[src/rtl/sy_pkg.sv]
// Shared types and sizing for the sy pipeline: physical register width,
// default reorder-buffer depth and the reorder-buffer entry layout.
package sy_pkg;

    localparam int PHY_REG_WTH       = 7;
    localparam int ROB_DEPTH_DEFAULT = 16;

    typedef struct packed {
        logic                   valid;
        logic                   done;
        logic                   exc;
        logic                   rdst_en;
        logic                   fp;
        logic [4:0]             arc;
        logic [PHY_REG_WTH-1:0] phy;
        logic [PHY_REG_WTH-1:0] old_phy;
    } rob_entry_t;

endpackage

[src/rtl/sy_ppl_rob_commit_if.sv]
// Allocate / writeback / commit bundle between rename-dispatch-execute (master)
// and the reorder buffer commit unit (slave).
interface sy_ppl_rob_commit_if #(
    parameter int ROB_DEPTH = sy_pkg::ROB_DEPTH_DEFAULT
);
    import sy_pkg::*;

    localparam int ROB_IDX_WTH = $clog2(ROB_DEPTH);

    logic                   flush_i;
    logic                   alloc_en_i;
    logic                   alloc_ready_o;
    logic [ROB_IDX_WTH-1:0] alloc_rob_idx_o;
    logic                   alloc_rdst_en_i;
    logic                   alloc_rdst_fp_i;
    logic [4:0]             alloc_arc_rdst_i;
    logic [PHY_REG_WTH-1:0] alloc_phy_rdst_i;
    logic [PHY_REG_WTH-1:0] alloc_phy_old_i;
    logic                   wb_en_i;
    logic [ROB_IDX_WTH-1:0] wb_rob_idx_i;
    logic                   wb_exc_i;
    logic                   rob_update_arat_en_o;
    logic                   rob_update_fp_reg_o;
    logic [4:0]             rob_update_arat_arc_o;
    logic [PHY_REG_WTH-1:0] rob_update_arat_phy_o;
    logic [PHY_REG_WTH-1:0] rob_update_arat_old_phy_o;
    logic                   commit_valid_o;
    logic                   flush_o;
    logic                   empty_o;

    modport master (
        output flush_i, alloc_en_i, alloc_rdst_en_i, alloc_rdst_fp_i,
               alloc_arc_rdst_i, alloc_phy_rdst_i, alloc_phy_old_i,
               wb_en_i, wb_rob_idx_i, wb_exc_i,
        input  alloc_ready_o, alloc_rob_idx_o,
               rob_update_arat_en_o, rob_update_fp_reg_o, rob_update_arat_arc_o,
               rob_update_arat_phy_o, rob_update_arat_old_phy_o,
               commit_valid_o, flush_o, empty_o
    );

    modport slave (
        input  flush_i, alloc_en_i, alloc_rdst_en_i, alloc_rdst_fp_i,
               alloc_arc_rdst_i, alloc_phy_rdst_i, alloc_phy_old_i,
               wb_en_i, wb_rob_idx_i, wb_exc_i,
        output alloc_ready_o, alloc_rob_idx_o,
               rob_update_arat_en_o, rob_update_fp_reg_o, rob_update_arat_arc_o,
               rob_update_arat_phy_o, rob_update_arat_old_phy_o,
               commit_valid_o, flush_o, empty_o
    );

endinterface

[src/rtl/sy_ppl_rob_ptr.sv]
// Head/tail/occupancy tracking for the reorder buffer. Full and empty come
// from the occupancy count so a wrapped tail equal to head is never ambiguous.
module sy_ppl_rob_ptr
    import sy_pkg::*;
#(
    parameter  int ROB_DEPTH   = ROB_DEPTH_DEFAULT,
    localparam int ROB_IDX_WTH = $clog2(ROB_DEPTH),
    localparam int CNT_WTH     = ROB_IDX_WTH + 1
) (
    input  logic                   clk,
    input  logic                   rst,
    input  logic                   clr,
    input  logic                   alloc_fire,
    input  logic                   commit_fire,
    output logic [ROB_IDX_WTH-1:0] head,
    output logic [ROB_IDX_WTH-1:0] tail,
    output logic                   full,
    output logic                   empty
);

    localparam logic [ROB_IDX_WTH-1:0] IDX_ONE  = ROB_IDX_WTH'(1);
    localparam logic [CNT_WTH-1:0]     CNT_ONE  = CNT_WTH'(1);
    localparam logic [CNT_WTH-1:0]     CNT_FULL = CNT_WTH'(ROB_DEPTH);

    logic [CNT_WTH-1:0] count;

    // Advance pointers and occupancy; reset and any flush return everything to zero.
    always_ff @(posedge clk) begin
        if (rst || clr) begin
            head  <= '0;
            tail  <= '0;
            count <= '0;
        end else begin
            if (alloc_fire) begin
                tail <= tail + IDX_ONE;
            end
            if (commit_fire) begin
                head <= head + IDX_ONE;
            end
            if (alloc_fire && !commit_fire) begin
                count <= count + CNT_ONE;
            end else if (commit_fire && !alloc_fire) begin
                count <= count - CNT_ONE;
            end
        end
    end

    assign full  = (count == CNT_FULL);
    assign empty = (count == '0);

endmodule

[src/rtl/sy_ppl_rob_commit.sv]
// In-order reorder buffer and commit unit: allocates entries from rename,
// marks them done on writeback and retires one per cycle from the head,
// driving the architectural RAT / free-list update or an exception flush.
// Optional feature macro: SY_ROB_PERF_CNT_EN adds 64-bit commit and
// ROB-full cycle counters that only reset clears.
module sy_ppl_rob_commit
    import sy_pkg::*;
#(
    parameter int ROB_DEPTH = ROB_DEPTH_DEFAULT
) (
    input  logic               clk_i,
    input  logic               rst_i,
    sy_ppl_rob_commit_if.slave rob_if
`ifdef SY_ROB_PERF_CNT_EN
    ,
    output logic [63:0]        perf_commit_cnt_o,
    output logic [63:0]        perf_full_cycle_cnt_o
`endif
);

    localparam int ROB_IDX_WTH = $clog2(ROB_DEPTH);

    rob_entry_t             rob_q [ROB_DEPTH];
    rob_entry_t             head_entry;
    logic [ROB_IDX_WTH-1:0] head;
    logic [ROB_IDX_WTH-1:0] tail;
    logic                   full;
    logic                   empty;
    logic                   head_ready;
    logic                   commit_fire;
    logic                   exc_flush;
    logic                   alloc_fire;
    logic                   clr_all;

    sy_ppl_rob_ptr #(
        .ROB_DEPTH (ROB_DEPTH)
    ) u_ptr (
        .clk         (clk_i),
        .rst         (rst_i),
        .clr         (clr_all),
        .alloc_fire  (alloc_fire),
        .commit_fire (commit_fire),
        .head        (head),
        .tail        (tail),
        .full        (full),
        .empty       (empty)
    );

    // Decide this cycle's actions; external flush beats the exception flush, which beats everything else.
    always_comb begin
        head_entry  = rob_q[head];
        head_ready  = head_entry.valid && head_entry.done;
        commit_fire = !rob_if.flush_i && head_ready && !head_entry.exc;
        exc_flush   = !rob_if.flush_i && head_ready && head_entry.exc;
        alloc_fire  = rob_if.alloc_en_i && !full && !rob_if.flush_i && !exc_flush;
        clr_all     = rob_if.flush_i || exc_flush;
    end

    // Entry storage: writeback marks completion, commit retires the head, allocate fills the tail.
    always_ff @(posedge clk_i) begin
        if (rst_i || clr_all) begin
            for (int i = 0; i < ROB_DEPTH; i++) begin
                rob_q[i] <= '0;
            end
        end else begin
            if (rob_if.wb_en_i && rob_q[rob_if.wb_rob_idx_i].valid) begin
                rob_q[rob_if.wb_rob_idx_i].done <= 1'b1;
                rob_q[rob_if.wb_rob_idx_i].exc  <= rob_if.wb_exc_i;
            end
            if (commit_fire) begin
                rob_q[head] <= '0;
            end
            if (alloc_fire) begin
                rob_q[tail].valid   <= 1'b1;
                rob_q[tail].done    <= 1'b0;
                rob_q[tail].exc     <= 1'b0;
                rob_q[tail].rdst_en <= rob_if.alloc_rdst_en_i;
                rob_q[tail].fp      <= rob_if.alloc_rdst_fp_i;
                rob_q[tail].arc     <= rob_if.alloc_arc_rdst_i;
                rob_q[tail].phy     <= rob_if.alloc_phy_rdst_i;
                rob_q[tail].old_phy <= rob_if.alloc_phy_old_i;
            end
        end
    end

    // Registered single-cycle commit pulses; data fields stay zero unless a register update happens.
    always_ff @(posedge clk_i) begin
        if (rst_i || rob_if.flush_i) begin
            rob_if.commit_valid_o            <= 1'b0;
            rob_if.rob_update_arat_en_o      <= 1'b0;
            rob_if.rob_update_fp_reg_o       <= 1'b0;
            rob_if.rob_update_arat_arc_o     <= '0;
            rob_if.rob_update_arat_phy_o     <= '0;
            rob_if.rob_update_arat_old_phy_o <= '0;
            rob_if.flush_o                   <= 1'b0;
        end else begin
            rob_if.commit_valid_o <= commit_fire;
            rob_if.flush_o        <= exc_flush;
            if (commit_fire && head_entry.rdst_en) begin
                rob_if.rob_update_arat_en_o      <= 1'b1;
                rob_if.rob_update_fp_reg_o       <= head_entry.fp;
                rob_if.rob_update_arat_arc_o     <= head_entry.arc;
                rob_if.rob_update_arat_phy_o     <= head_entry.phy;
                rob_if.rob_update_arat_old_phy_o <= head_entry.old_phy;
            end else begin
                rob_if.rob_update_arat_en_o      <= 1'b0;
                rob_if.rob_update_fp_reg_o       <= 1'b0;
                rob_if.rob_update_arat_arc_o     <= '0;
                rob_if.rob_update_arat_phy_o     <= '0;
                rob_if.rob_update_arat_old_phy_o <= '0;
            end
        end
    end

    assign rob_if.alloc_ready_o   = !full;
    assign rob_if.alloc_rob_idx_o = tail;
    assign rob_if.empty_o         = empty;

`ifdef SY_ROB_PERF_CNT_EN
    // Performance counters survive pipeline flushes; only reset clears them.
    always_ff @(posedge clk_i) begin
        if (rst_i) begin
            perf_commit_cnt_o     <= '0;
            perf_full_cycle_cnt_o <= '0;
        end else begin
            if (commit_fire) begin
                perf_commit_cnt_o <= perf_commit_cnt_o + 64'd1;
            end
            if (full) begin
                perf_full_cycle_cnt_o <= perf_full_cycle_cnt_o + 64'd1;
            end
        end
    end
`endif

endmodule

[src/flat_wrapper.sv]
// flat-port wrapper written by rule: the top's interface ports become plain ports
module sy_ppl_rob_commit_flat import sy_pkg::*;
#(
    parameter int ROB_DEPTH = ROB_DEPTH_DEFAULT
)
  (clk_i, rst_i, rob_if_flush_i, rob_if_alloc_en_i, rob_if_alloc_rdst_en_i, rob_if_alloc_rdst_fp_i, rob_if_alloc_arc_rdst_i, rob_if_alloc_phy_rdst_i, rob_if_alloc_phy_old_i, rob_if_wb_en_i, rob_if_wb_rob_idx_i, rob_if_wb_exc_i, rob_if_alloc_ready_o, rob_if_alloc_rob_idx_o, rob_if_rob_update_arat_en_o, rob_if_rob_update_fp_reg_o, rob_if_rob_update_arat_arc_o, rob_if_rob_update_arat_phy_o, rob_if_rob_update_arat_old_phy_o, rob_if_commit_valid_o, rob_if_flush_o, rob_if_empty_o);
  sy_ppl_rob_commit_if #(.ROB_DEPTH(ROB_DEPTH)) rob_if_i ();
  input  logic clk_i;
  input  logic rst_i;
  input wire logic [$bits(rob_if_i.flush_i)-1:0] rob_if_flush_i;
  input wire logic [$bits(rob_if_i.alloc_en_i)-1:0] rob_if_alloc_en_i;
  input wire logic [$bits(rob_if_i.alloc_rdst_en_i)-1:0] rob_if_alloc_rdst_en_i;
  input wire logic [$bits(rob_if_i.alloc_rdst_fp_i)-1:0] rob_if_alloc_rdst_fp_i;
  input wire logic [$bits(rob_if_i.alloc_arc_rdst_i)-1:0] rob_if_alloc_arc_rdst_i;
  input wire logic [$bits(rob_if_i.alloc_phy_rdst_i)-1:0] rob_if_alloc_phy_rdst_i;
  input wire logic [$bits(rob_if_i.alloc_phy_old_i)-1:0] rob_if_alloc_phy_old_i;
  input wire logic [$bits(rob_if_i.wb_en_i)-1:0] rob_if_wb_en_i;
  input wire logic [$bits(rob_if_i.wb_rob_idx_i)-1:0] rob_if_wb_rob_idx_i;
  input wire logic [$bits(rob_if_i.wb_exc_i)-1:0] rob_if_wb_exc_i;
  output wire logic [$bits(rob_if_i.alloc_ready_o)-1:0] rob_if_alloc_ready_o;
  output wire logic [$bits(rob_if_i.alloc_rob_idx_o)-1:0] rob_if_alloc_rob_idx_o;
  output wire logic [$bits(rob_if_i.rob_update_arat_en_o)-1:0] rob_if_rob_update_arat_en_o;
  output wire logic [$bits(rob_if_i.rob_update_fp_reg_o)-1:0] rob_if_rob_update_fp_reg_o;
  output wire logic [$bits(rob_if_i.rob_update_arat_arc_o)-1:0] rob_if_rob_update_arat_arc_o;
  output wire logic [$bits(rob_if_i.rob_update_arat_phy_o)-1:0] rob_if_rob_update_arat_phy_o;
  output wire logic [$bits(rob_if_i.rob_update_arat_old_phy_o)-1:0] rob_if_rob_update_arat_old_phy_o;
  output wire logic [$bits(rob_if_i.commit_valid_o)-1:0] rob_if_commit_valid_o;
  output wire logic [$bits(rob_if_i.flush_o)-1:0] rob_if_flush_o;
  output wire logic [$bits(rob_if_i.empty_o)-1:0] rob_if_empty_o;
  assign rob_if_i.flush_i = rob_if_flush_i;
  assign rob_if_i.alloc_en_i = rob_if_alloc_en_i;
  assign rob_if_i.alloc_rdst_en_i = rob_if_alloc_rdst_en_i;
  assign rob_if_i.alloc_rdst_fp_i = rob_if_alloc_rdst_fp_i;
  assign rob_if_i.alloc_arc_rdst_i = rob_if_alloc_arc_rdst_i;
  assign rob_if_i.alloc_phy_rdst_i = rob_if_alloc_phy_rdst_i;
  assign rob_if_i.alloc_phy_old_i = rob_if_alloc_phy_old_i;
  assign rob_if_i.wb_en_i = rob_if_wb_en_i;
  assign rob_if_i.wb_rob_idx_i = rob_if_wb_rob_idx_i;
  assign rob_if_i.wb_exc_i = rob_if_wb_exc_i;
  assign rob_if_alloc_ready_o = rob_if_i.alloc_ready_o;
  assign rob_if_alloc_rob_idx_o = rob_if_i.alloc_rob_idx_o;
  assign rob_if_rob_update_arat_en_o = rob_if_i.rob_update_arat_en_o;
  assign rob_if_rob_update_fp_reg_o = rob_if_i.rob_update_fp_reg_o;
  assign rob_if_rob_update_arat_arc_o = rob_if_i.rob_update_arat_arc_o;
  assign rob_if_rob_update_arat_phy_o = rob_if_i.rob_update_arat_phy_o;
  assign rob_if_rob_update_arat_old_phy_o = rob_if_i.rob_update_arat_old_phy_o;
  assign rob_if_commit_valid_o = rob_if_i.commit_valid_o;
  assign rob_if_flush_o = rob_if_i.flush_o;
  assign rob_if_empty_o = rob_if_i.empty_o;
  sy_ppl_rob_commit #(.ROB_DEPTH(ROB_DEPTH)) u_core (.clk_i(clk_i), .rst_i(rst_i), .rob_if(rob_if_i));
endmodule
[config.mk]
export PLATFORM = sky130hd
export DESIGN_NAME = sy_ppl_rob_commit_flat
export DESIGN_NICKNAME = d
export VERILOG_FILES = /design/src/rtl/sy_pkg.sv /design/src/rtl/sy_ppl_rob_commit_if.sv /design/src/rtl/sy_ppl_rob_ptr.sv /design/src/rtl/sy_ppl_rob_commit.sv /design/src/flat_wrapper.sv
export SDC_FILE = /design/constraint.sdc
export NUM_CORES = 1
export LEC_CHECK = 0
export CORE_ASPECT_RATIO = 1.75
export CORE_MARGIN = 2
export CORE_UTILIZATION = 51
export DETAILED_ROUTE_END_ITERATION = 8
export MAX_ROUTING_LAYER = met4
export PLACE_DENSITY = 0.76
export SETUP_SLACK_MARGIN = 0.02
export SYNTH_ARGS = -nofsm -noshare
export SYNTH_HDL_FRONTEND = slang
export SYNTH_HIERARCHICAL = 1
export SYNTH_SLANG_ARGS = --single-unit
[constraint.sdc]
create_clock -name clk_i -period 8.8 [get_ports clk_i]
set_clock_uncertainty 0.1 [all_clocks]
set_input_delay 0.88 -clock clk_i [delete_from_list [all_inputs] [get_ports clk_i]]
set_output_delay 0.88 -clock clk_i [all_outputs]
set_load 0.03 [all_outputs]
==> results of run 1 <==
[cell families after synthesis]
group / count (synthesis)
buffers and inverters: 118
xor gates and xnor gates: 8
muxes: 143
AOI/OAI and AO/OA: 74
and+or+nand+nor: 635
adders and majority gates: 7
DFF: 420
[power by group through the flow]
stage | combinational [mW] | clock [mW] | sequential, mW
final | 0.182 | 1.73 | 2.22
after floorplan | 0.0999 | 0 | 2.26
after global routing | 0.190 | 1.82 | 2.23
after CTS | 0.182 | 1.75 | 2.22
after global placement | 0.180 | 0 | 2.26
after detailed placement | 0.182 | 0 | 2.27
[metal layers]
metal | GRT usage (%) | vias to the layer above | share of wire [%] | routed length (µm)
li1 | - | 5207 | - | -
met3 | 2.80 | 178 | 6.6 | 3410
met1 | 31.6 | 6101 | 33 | 16800
met5 | - | - | 0 | 0
met4 | 17.4 | 0 | 7.9 | 4040
met2 | 47.7 | 692 | 53 | 27100
[registers in the layout (all words and copies together) (netlist names)]
name,count
u_core/rob_q,384
u_core/rob_if.rob_update_arat_old_phy_o,7
u_core/rob_if.rob_update_arat_phy_o,7
u_core/rob_if.rob_update_arat_arc_o,5
u_core/u_ptr/count,5
u_core/u_ptr/head,4
u_core/u_ptr/tail,4
u_core/rob_if.commit_valid_o,1
u_core/rob_if.flush_o,1
u_core/rob_if.rob_update_arat_en_o,1
u_core/rob_if.rob_update_fp_reg_o,1
[critical path, stage by stage, from the launching register on]
cell	delay, ps
dfxtp_4	950
mux4_2	650
mux4_2	660
inv_2	300
nor3_1	230
nor3_1	590
ha_1	280
inv_1	110
ha_1	350
a21oi_1	110
a211o_1	320
a211oi_1	210
a31o_2	130
[Yosys cell counts (11+ instances only)]
| cell | n |
|---|---|
| o31ai_1 | 11 |
| mux4_2 | 122 |
| nor4_1 | 11 |
| o21ai_0 | 16 |
| buf_2 | 12 |
| nand2_1 | 104 |
| nor2_1 | 391 |
| clkbuf_1 | 79 |
| dfxtp_1 | 84 |
| inv_1 | 15 |
| nand3_1 | 14 |
| mux2i_1 | 18 |
| nor3b_2 | 18 |
| nor3_1 | 43 |
| edfxtp_1 | 336 |
[layout by cell type, fill, tap and decap left out, types with 4 or more instances in the layout]
cell type,synthesis,layout
buf_4,0,25
nor4_1,11,11
bufinv_16,0,6
clkbuf_16,0,39
clkinv_2,0,8
nor2_1,391,389
or3_1,9,9
clkbuf_1,79,7
o211a_1,4,4
o21ai_0,16,14
nand2b_1,6,6
nor2b_1,6,4
inv_1,15,15
nor3b_2,18,18
a21oi_1,10,9
o31ai_1,11,11
o311ai_4,0,4
nand2_1,104,104
xor2_1,5,5
and2_1,4,4
mux4_2,122,122
edfxtp_1,336,336
nand3_1,14,14
nor3b_1,5,5
ha_1,6,6
nor3_1,43,43
mux2i_1,18,18
dfxtp_1,84,80
clkdlybuf4s50_1,0,59
or2_2,10,10
o311ai_0,5,5
[metrics by stage]
step	worst slack, ps	instance area [µm²]
after detailed placement	3770	19800
final	3710	21100
after CTS	3730	21100
after global routing	3410	21100
after global placement	3860	19800
after floorplan	4790	18700
[cell type report]
cell class | count | area [µm²] | area share, %
antenna | 1 | 2.50 | 0.0119
tap | 470 | 588 | 2.79
multi-input combinational | 867 | 6570 | 31.2
clock inverter | 22 | 274 | 1.30
sequential | 420 | 11800 | 56.0
clock buffer | 46 | 1000 | 4.76
inverter | 16 | 60.1 | 0.285
timing repair buffer | 84 | 778 | 3.70
[path summary, 6_finish.rpt]
| path | start | end | cells after the start | slack (ps) |
|---|---|---|---|---|
| max | u_core/u_ptr/head[1]$_SDFFE_PP0P_ | u_core/u_ptr/count[4]$_SDFFE_PP0P_ | 12 | 3710 |
| max reg2reg | u_core/u_ptr/head[1]$_SDFFE_PP0P_ | u_core/u_ptr/count[4]$_SDFFE_PP0P_ | 12 | 3710 |
| min reg2reg | u_core/rob_q[6][23]$_SDFFE_PP1P_ | u_core/rob_q[6][23]$_SDFFE_PP1P_ | 2 | 390 |
| min | u_core/rob_q[6][23]$_SDFFE_PP1P_ | u_core/rob_q[6][23]$_SDFFE_PP1P_ | 2 | 390 |
==> summary.txt, run 1 <==
Worst setup path
  • CP Launch Type: register
  • Worst Path Arrival: ~5500 ps
  • WP data required: 9190 ps
  • Worst Setup End Kind: register
  • CP Class: reg2reg
  • CP Max Fanout: 58

Synthesis
  • Simple-Gate Fraction of Synth Area: between 10% and 20%
  • Synth Warn #: 6
  • Mapped Area: roughly 19000 µm²
  • Area leader, netlist: edfxtp_1
  • Largest family of logic cells by synthesized area: multiplexers
  • Syn Inst Count: around 1400
  • Flops & latches, synth: 420
  • Synth top area share: 53.9%
  • Synth Area in Compound Gates: 2.85%
  • Synth cell types: 56
  • Synth top area cells: edfxtp_1 54%, mux4_2 15%, dfxtp_1 9.0%
  • Ys flop type: edfxtp_1
  • Synth Area in XOR/XNOR: 0.374%
  • Asr flop ratio synth: 0%
  • Post-synth EDFFs: 336
  • Adder-cell share of the synthesized area: less than 1%
  • Syn nets: between 1000 and 1500
  • Post-synthesis mux area share: 15.8%
  • Register area share after synthesis: 62.9%
  • Syn avg cell area: between 10 and 15 µm²

Drt
  • Drt initial violations: around 1400
  • Drt drc: 0
  • Routed wire length: 51300 µm
  • TritonRoute pass-1 iters: 6
  • Antenna viol nets, final: 0
  • Drt wl/cell: between 20 and 30 µm
  • Vias per inst: 6.32
  • Vias: 12200

Pwr
  • Comb pwr share: ~4.4%
  • Internal power: between 3 and 4 mW
  • Psw: around 0.87 mW
  • Clock share of power: about two fifths
  • Cell area power density: just under 200 nW/µm²
  • Leak pwr: slightly below 7 nW
  • Switching fraction of total power: roughly a fifth
  • Worst VDD drop: 127 µV
  • Power Total: between 4 and 5 mW
  • Sequential group share of total power: 53.8%

Timing
  • Slew HR: about a fifth
  • Final hold violation count: 0
  • RSZ-0062 raised after global routing: no
  • Fmax: between 150 and 200 MHz
  • Fin crit period: ~5000 ps
  • Sum Neg Setup Slack: 0 ps
  • Final period util: between 50% and 60%
  • Worst-margin pin slew: approximately 1200 ps
  • Setup Viol. Count Final: 0
  • Max-slew violation count: 0
  • WHS: slightly below 400 ps

Clock network
  • TritonCTS buffer count: 37
  • CTS Buffer Depth: 3
  • Resized Gates After CTS: 0
  • CTS tree: done
  • # Post-CTS Setup Buffers: 0
  • Hold buffers post-CTS: 0
  • H-tree levels: 2
  • Clk slew on worst S/H paths: approximately 70 ps
  • Root Buffer: clkbuf_16
  • Total clock sinks: 420
  • Clk_lat worst skew: 550 ps

Global routing
  • First-pass GRT wire length: between 70000 and 80000 µm
  • Largest net degree at the start of global routing: 85
  • GRT overflow: 0
  • Total GRT Usage: between 20% and 30%
  • Initial antenna violation count: 0
  • Vias in the first global route: ~13000

Cells and area
  • Non-filler cells, final: 1926
  • Layout cell share with drive strength beyond 1: 17.9%
  • Post-layout net count: 1464
  • Post-layout util: between 50% and 60%
  • Layout area overhead: 12.4%
  • Fill cells: 2854

Place
  • Final HPWL DP: just over 30000 µm
  • GP Congestion: 0.944
  • Placed Cells: ~1900
  • PortBufs: 59

Floorplanning
  • Ports: 60
  • # rows: roughly 90
  • Die ar.: 38300 µm²
  • Initial Util: around half
  • Core footprint: ~36000 µm²
  • Die W: ~150 µm
  • Die Ht: around 260 µm

Run status
  • Outcome: finished, final reports clean

Hold path
  • Hold Path Class: reg2reg

Run
  • Max Cap Violations: 0
(Power assumes the default switching activity.)
==> run 2: changes to the inputs <==
--- a/config.mk
+++ b/config.mk
@@ -10,7 +10,7 @@
 export CORE_UTILIZATION = 51
 export DETAILED_ROUTE_END_ITERATION = 8
 export MAX_ROUTING_LAYER = met4
-export PLACE_DENSITY = 0.76
+export PLACE_DENSITY = 0.79
 export SETUP_SLACK_MARGIN = 0.02
 export SYNTH_ARGS = -nofsm -noshare
 export SYNTH_HDL_FRONTEND = slang
==> constraint.sdc (replaced) <==
create_clock -name clk_i -period 4.4 [get_ports clk_i]
set_clock_uncertainty 0.1 [all_clocks]
set_input_delay 0.44 -clock clk_i [delete_from_list [all_inputs] [get_ports clk_i]]
set_output_delay 0.44 -clock clk_i [all_outputs]
set_load 0.03 [all_outputs]
==> summary.txt, run 2 (same netlist as run 1, synthesis figures left out) <==
Worst setup path
  • Worst Path Arrival: 4230 ps (was 5480 ps)
  • Slowest stage delay, CP: 660 ps (was 950 ps)
  • CP Class: reg2reg (unchanged)
  • Worst Setup End Kind: register (unchanged)
  • CP Max Fanout: 21 (was 58)
  • Critical-path top delay cell: mux4_2 (was dfxtp_4)
  • Crit path cell chain: mux4_2 -> mux4_2 -> inv_2 -> nor3_1 -> nor3_1 -> buf_4 -> ha_1 -> inv_1 -> ha_1 -> a21oi_1 -> a211o_1 -> a211oi_1 -> a31o_2 (was mux4_2 -> mux4_2 -> inv_2 -> nor3_1 -> nor3_1 -> ha_1 -> inv_1 -> ha_1 -> a21oi_1 -> a211o_1 -> a211oi_1 -> a31o_2)
  • WP data required: 4780 ps (was 9190 ps)
  • CP Buf/Inv Count: 3 (was 2)
  • CP Launch Type: register (unchanged)
  • Top Family by Delay on Critical Path: multiplexers (unchanged)

Timing
  • Max-slew violation count: 0 (unchanged)
  • Slew HR: 21.5% (was 19.9%)
  • Sum Neg Setup Slack: 0 ps (unchanged)
  • RSZ-0062 raised after global routing: no (unchanged)
  • Fmax: 260 MHz (was 196 MHz)
  • Fin crit period: 3850 ps (was 5090 ps)
  • Worst-margin pin slew: 1180 ps (was 1200 ps)
  • Final period util: 87.4% (was 57.9%)
  • Final hold violation count: 0 (unchanged)
  • Setup Viol. Count Final: 0 (unchanged)

Place
  • Final HPWL DP: 31200 µm (was 30500 µm)
  • PortBufs: 59 (unchanged)
  • Post-placement cell area: 19900 µm² (was 19800 µm²)
  • GP Congestion: 1.01 (was 0.944)

Drt
  • Drt drc: 0 (unchanged)
  • Drt initial violations: 1456 (was 1415)
  • Vias per inst: 6.32 (about the same)
  • Antenna viol nets, final: 0 (unchanged)
  • Routed wire length: 51500 µm (was 51300 µm)
  • Drt wl/cell: 26.5 µm (was 26.7 µm)
  • Vias: 12300 (was 12200)
  • TritonRoute pass-1 iters: 8 (was 6)

Cells and area
  • Commonest non-fill, non-tap cells in the layout: 389 x nor2_1, 336 x edfxtp_1, 122 x mux4_2 (unchanged)
  • Biggest register: u_core/rob_q (unchanged)
  • Final Cell Area: 21100 µm² (about the same)
  • Post-layout util: 58.5% (was 58.3%)
  • Max reg flops: 384 (unchanged)
  • Layout area overhead: 12.9% (was 12.4%)
  • Top flop regs: u_core/rob_q: 384 flops, u_core/rob_if.rob_update_arat_old_phy_o: 7 flops, u_core/rob_if.rob_update_arat_phy_o: 7 flops (unchanged)
  • Post-layout net count: 1482 (was 1464)
  • # diodes: 0 (was 1)
  • Layout cell share with drive strength beyond 1: 18.7% (was 17.9%)
  • Commonest non-fill, non-tap cell in the layout: nor2_1 (unchanged)

Pwr
  • Cell area power density: 386 nW/µm² (was 196 nW/µm²)
  • Leak pwr: 7.00 nW (was 6.94 nW)
  • Worst VDD drop: 266 µV (was 127 µV)

Global routing
  • Total GRT Usage: 28.0% (about the same)
  • Vias in the first global route: 12700 (was 12500)
  • Initial antenna violation count: 0 (unchanged)
  • First-pass GRT wire length: 76000 µm (was 76500 µm)
  • GRT overflow: 0 (unchanged)
  • Largest net degree at the start of global routing: 85 (unchanged)

Clock network
  • Root Buffer: clkbuf_16 (unchanged)
  • Resized Gates After CTS: 0 (unchanged)
  • H-tree levels: 2 (unchanged)
  • Hold buffers post-CTS: 0 (unchanged)
  • CTS tree: done (unchanged)
  • Clk slew on worst S/H paths: 70 ps (about the same)
  • CTS Buffer Depth: 3 (unchanged)
  • TritonCTS buffer count: 37 (unchanged)
  • Total clock sinks: 420 (unchanged)
  • Clk_lat worst skew: 540 ps (was 550 ps)
  • # Post-CTS Setup Buffers: 0 (unchanged)

Floorplanning
  • Die W: 149 µm (unchanged)
  • Core footprint: 36100 µm² (unchanged)
  • # rows: 92 (unchanged)
  • Ports: 60 (unchanged)
  • Die ar.: 38300 µm² (unchanged)
  • Initial Util: 51.8% (unchanged)
  • Die Ht: 257 µm (unchanged)

Run
  • Max Cap Violations: 0 (unchanged)

Run status
  • Outcome: finished, final reports clean (unchanged)

Hold path
  • Hold Path Class: reg2reg (unchanged)
run 2: cell types whose count changed in the layout (fill, tap and decap cells not counted), sizes merged:
cell	change
buf	+18
clkbuf	+3
bufinv	-2
clkinv	-1
diode	-1
run 2: tightest hold or removal path, stage by stage, from the launching register on:
cell and delay, ps:
dfxtp_1 330, nand2_1 60, o21bai_1 50
run 2: final cells by class:
type                       count  area, µm²
fill                        2775      15000
tap                          470        588
timing repair buffer         102        913
clock inverter                19        205
multi-input combinational    867       6560
clock buffer                  49       1030
inverter                      16       60.1
sequential                   420      11800
run 2: path summary, 6_finish.rpt:
path	slack [ps]	end	depth (start not counted)	startpoint
max	550	u_core/u_ptr/count[4]$_SDFFE_PP0P_	13	u_core/u_ptr/head[1]$_SDFFE_PP0P_
max reg2reg	550	u_core/u_ptr/count[4]$_SDFFE_PP0P_	13	u_core/u_ptr/head[1]$_SDFFE_PP0P_
min	380	u_core/rob_q[9][23]$_SDFFE_PP1P_	2	u_core/rob_q[9][23]$_SDFFE_PP1P_
min reg2reg	380	u_core/rob_q[9][23]$_SDFFE_PP1P_	2	u_core/rob_q[9][23]$_SDFFE_PP1P_
run 2: through the flow:
step | instances | worst slack (ps) | total power, mW | hold WS, ps
floorplan | 1405 | 386 | 4.72 | 338
global placement | 1875 | 639 | 4.88 | 377
detailed placement | 1875 | 594 | 4.90 | 370
CTS | 1943 | 562 | 8.19 | 378
global route | 1943 | 345 | 8.34 | 427
finish | 1943 | 554 | 8.16 | 385
run 2: per-layer routing:
layer / wire, µm / up-vias / track usage, %
met5: 0 / - / -
met4: 3470 / 0 / 17.0
met3: 3770 / 191 / 3.55
met2: 27700 / 715 / 48.2
met1: 16600 / 6117 / 30.9
li1: - / 5251 / -
run 2: power breakdown:
| group | leakage (nW) | internal (mW) | total, mW | switching [mW] |
|---|---|---|---|---|
| sequential | 4.43 | 4.41 | 4.45 | 0.0423 |
| combinational | 1.96 | 0.134 | 0.372 | 0.238 |
| clock | 0.607 | 1.90 | 3.33 | 1.43 |
| total | 7.00 | 6.44 | 8.16 | 1.71 |
==> edit (flow settings as in run 1) <==
Change the package constant `ROB_DEPTH_DEFAULT` from 16 to 32.
--- a/src/rtl/sy_pkg.sv
+++ b/src/rtl/sy_pkg.sv
@@ -3,7 +3,7 @@
 package sy_pkg;
 
     localparam int PHY_REG_WTH       = 7;
-    localparam int ROB_DEPTH_DEFAULT = 16;
+    localparam int ROB_DEPTH_DEFAULT = 32;
 
     typedef struct packed {
         logic                   valid;
Interface: changed (resized rob_if_alloc_rob_idx_o and rob_if_wb_rob_idx_i); port bits go from 60 to 62. No check against the original RTL was run, so the function may have changed too.
==> edit against run 1 <==
The run now ends with max-slew violations left. Clock power up 96%. Sequential cell count rose by 387. Wire length rose by 120%. Sequential share of layout area rose by 1.6 points. Cell area up 89%. Synthesized area grew 93%. Critical endpoint unchanged. Count of clock-buffer cells in the layout up 44. Cell count increased by 96%. Setup slack lost 1.1 ns. Power up 94%. Critical path depth rose by 4.
==> edit: results <==
cts:
  cts_resized: 0
  cts_made_buffers: 71
  clockBufferDepth: 3
  path_clk_slew_ns: 0.07
  h-tree-depth: 3
  clockRootBuffer: "clkbuf_16"
  cts_setup_buffers: 0
  worstSkewPairLatency_ns: 0.64
synth:
  synth_area_leaders: "edfxtp_1 (56%), mux4_2 (11%), nor2_1 (7.7%), dfxtp_1 (7.5%), nand2_1 (2.4%)"
  yosys_warnings: 6
  syn_nets: 2922
  ys_top_cells_by_count: "nor2_1 (740), edfxtp_1 (672), nand2_1 (228)"
  synth_flop_cell: "edfxtp_1"
  yosysSeqAreaShare_pct: 63.3
  yosysUniqueCellTypes: 58
  async_reset_ff_share_pct: 0
  synth-edff-count: 672
critical_path:
  worst-path-max-fanout: 85
  cpMaxStageDelayCell: "dfxtp_4"
  critPathMaxStageDelay_ns: 0.80
  critPathTopFamily: "simple AND/OR/NAND/NOR gates"
  cp.arrival_ns: 6.62
global_route:
  grt_max_degree: 185
  grt_first_pass_wirelength_um: 163000
  grt_pass1_vias: 25286
  antenna_found_initial: 1
  grt.total_usage_pct: 31.6
power:
  peakVddDrop_v: 0.000156
  leakagePower_uw: 0.0127
  p_sw_share_pct: 21.5
route:
  drt_wl_total_um: 112000
  drt_pre_antenna_iters: 6
  drt_iter0_markers: 3456
  via_per_inst: 6.75
outcome:
  status: "complete, but fails checks"
  violations: "max-slew violations"
sta:
  maxSlewViolCount: 62
  worst_pin_slew_ns: 1.56
finish:
  largestRegisters: "u_core/rob_q: 768 flops, u_core/rob_if.rob_update_arat_old_phy_o: 7 flops, u_core/rob_if.rob_update_arat_phy_o: 7 flops"
  fin_nets: 2833
  drive_above_1_share_pct: 13.7
placement:
  gp_congestion: 0.980
  place.port_buffers: 61
  dp_hpwl_um: 67000
min_path:
  hold_class: "flop to flop"
[edit: routing by layer]
| metal | track usage [%] | vias up | share of wire, % |
|---|---|---|---|
| met3 | 4.66 | 472 | 10 |
| met4 | 23.5 | 0 | 9.0 |
| li1 | - | 10447 | - |
| met5 | - | - | 0 |
| met2 | 51.4 | 2029 | 49 |
| met1 | 35.3 | 12489 | 31 |
[edit: metrics by stage]
stage	cell area, µm²	instances	hold slack (ns)	total power, µW	setup WS, ns
global route	39700	3769	0.379	8200	2.16
finish	39700	3769	0.358	8040	2.59
global placement	37200	3637	0.347	4700	2.62
floorplan	36100	2882	0.331	4560	4.47
CTS	39700	3768	0.359	8050	2.71
detailed placement	37200	3637	0.349	4720	2.71
[edit: worst reg2reg max path: stages (launching register included)]
cell	delay, ns
dfxtp_4	0.80
buf_12	0.54
mux2i_1	0.63
o22ai_1	0.19
nor4_1	0.51
mux2i_4	0.12
buf_4	0.27
nand3_1	0.38
nand2b_1	0.16
nor3b_1	0.69
ha_1	0.39
inv_1	0.15
ha_1	0.34
nor2b_1	0.14
o21ai_1	0.26
a2111oi_4	0.11
a311o_1	0.34
[edit: power by group through the flow]
stage	Sequential, µW	Clock [µW]	Combinational, µW
finish	4310	3390	331
global route	4320	3550	337
CTS	4310	3420	326
detailed placement	4400	0	324
global placement	4380	0	320
floorplan	4370	0	184
[edit: final timing paths]
path | startpoint | endpoint | slack, ns | cells after the start
worst max-delay path | u_core/u_ptr/head[0]$_SDFFE_PP0P_ | u_core/u_ptr/count[4]$_SDFFE_PP0P_ | 2.59 | 16
worst min register to register | u_core/rob_q[14][22]$_SDFFE_PP0P_ | u_core/rob_q[14][22]$_SDFFE_PP0P_ | 0.36 | 2
worst min-delay path | u_core/rob_q[14][22]$_SDFFE_PP0P_ | u_core/rob_q[14][22]$_SDFFE_PP0P_ | 0.36 | 2
worst max register to register | u_core/u_ptr/head[0]$_SDFFE_PP0P_ | u_core/u_ptr/count[4]$_SDFFE_PP0P_ | 2.59 | 16
[edit: logic make-up (layout without fill, tap and decap cells)]
group	after synthesis	after routing	share of synthesized area [%]
AOI/OAI and AO/OA	360	360	6.62
xor gates and xnor gates	11	11	0.267
adders and majority gates	8	8	0.298
buffers and inverters	276	245	3.31
DFF	807	807	63.3
muxes	238	238	12.5
other	0	1	0
and+or+nand+nor	1182	1182	13.7
[edit: layout make-up]
type                            instances  area [µm²]
Inverter                                8        30.0
Clock buffer                           90        1910
Fill cell                            5528       30600
Antenna cell                            1        2.50
Sequential cell                       807       22900
Clock inverter                         41         599
Tap cell                              917        1150
Timing Repair Buffer                  106        1010
Multi-Input combinational cell       1799       12200
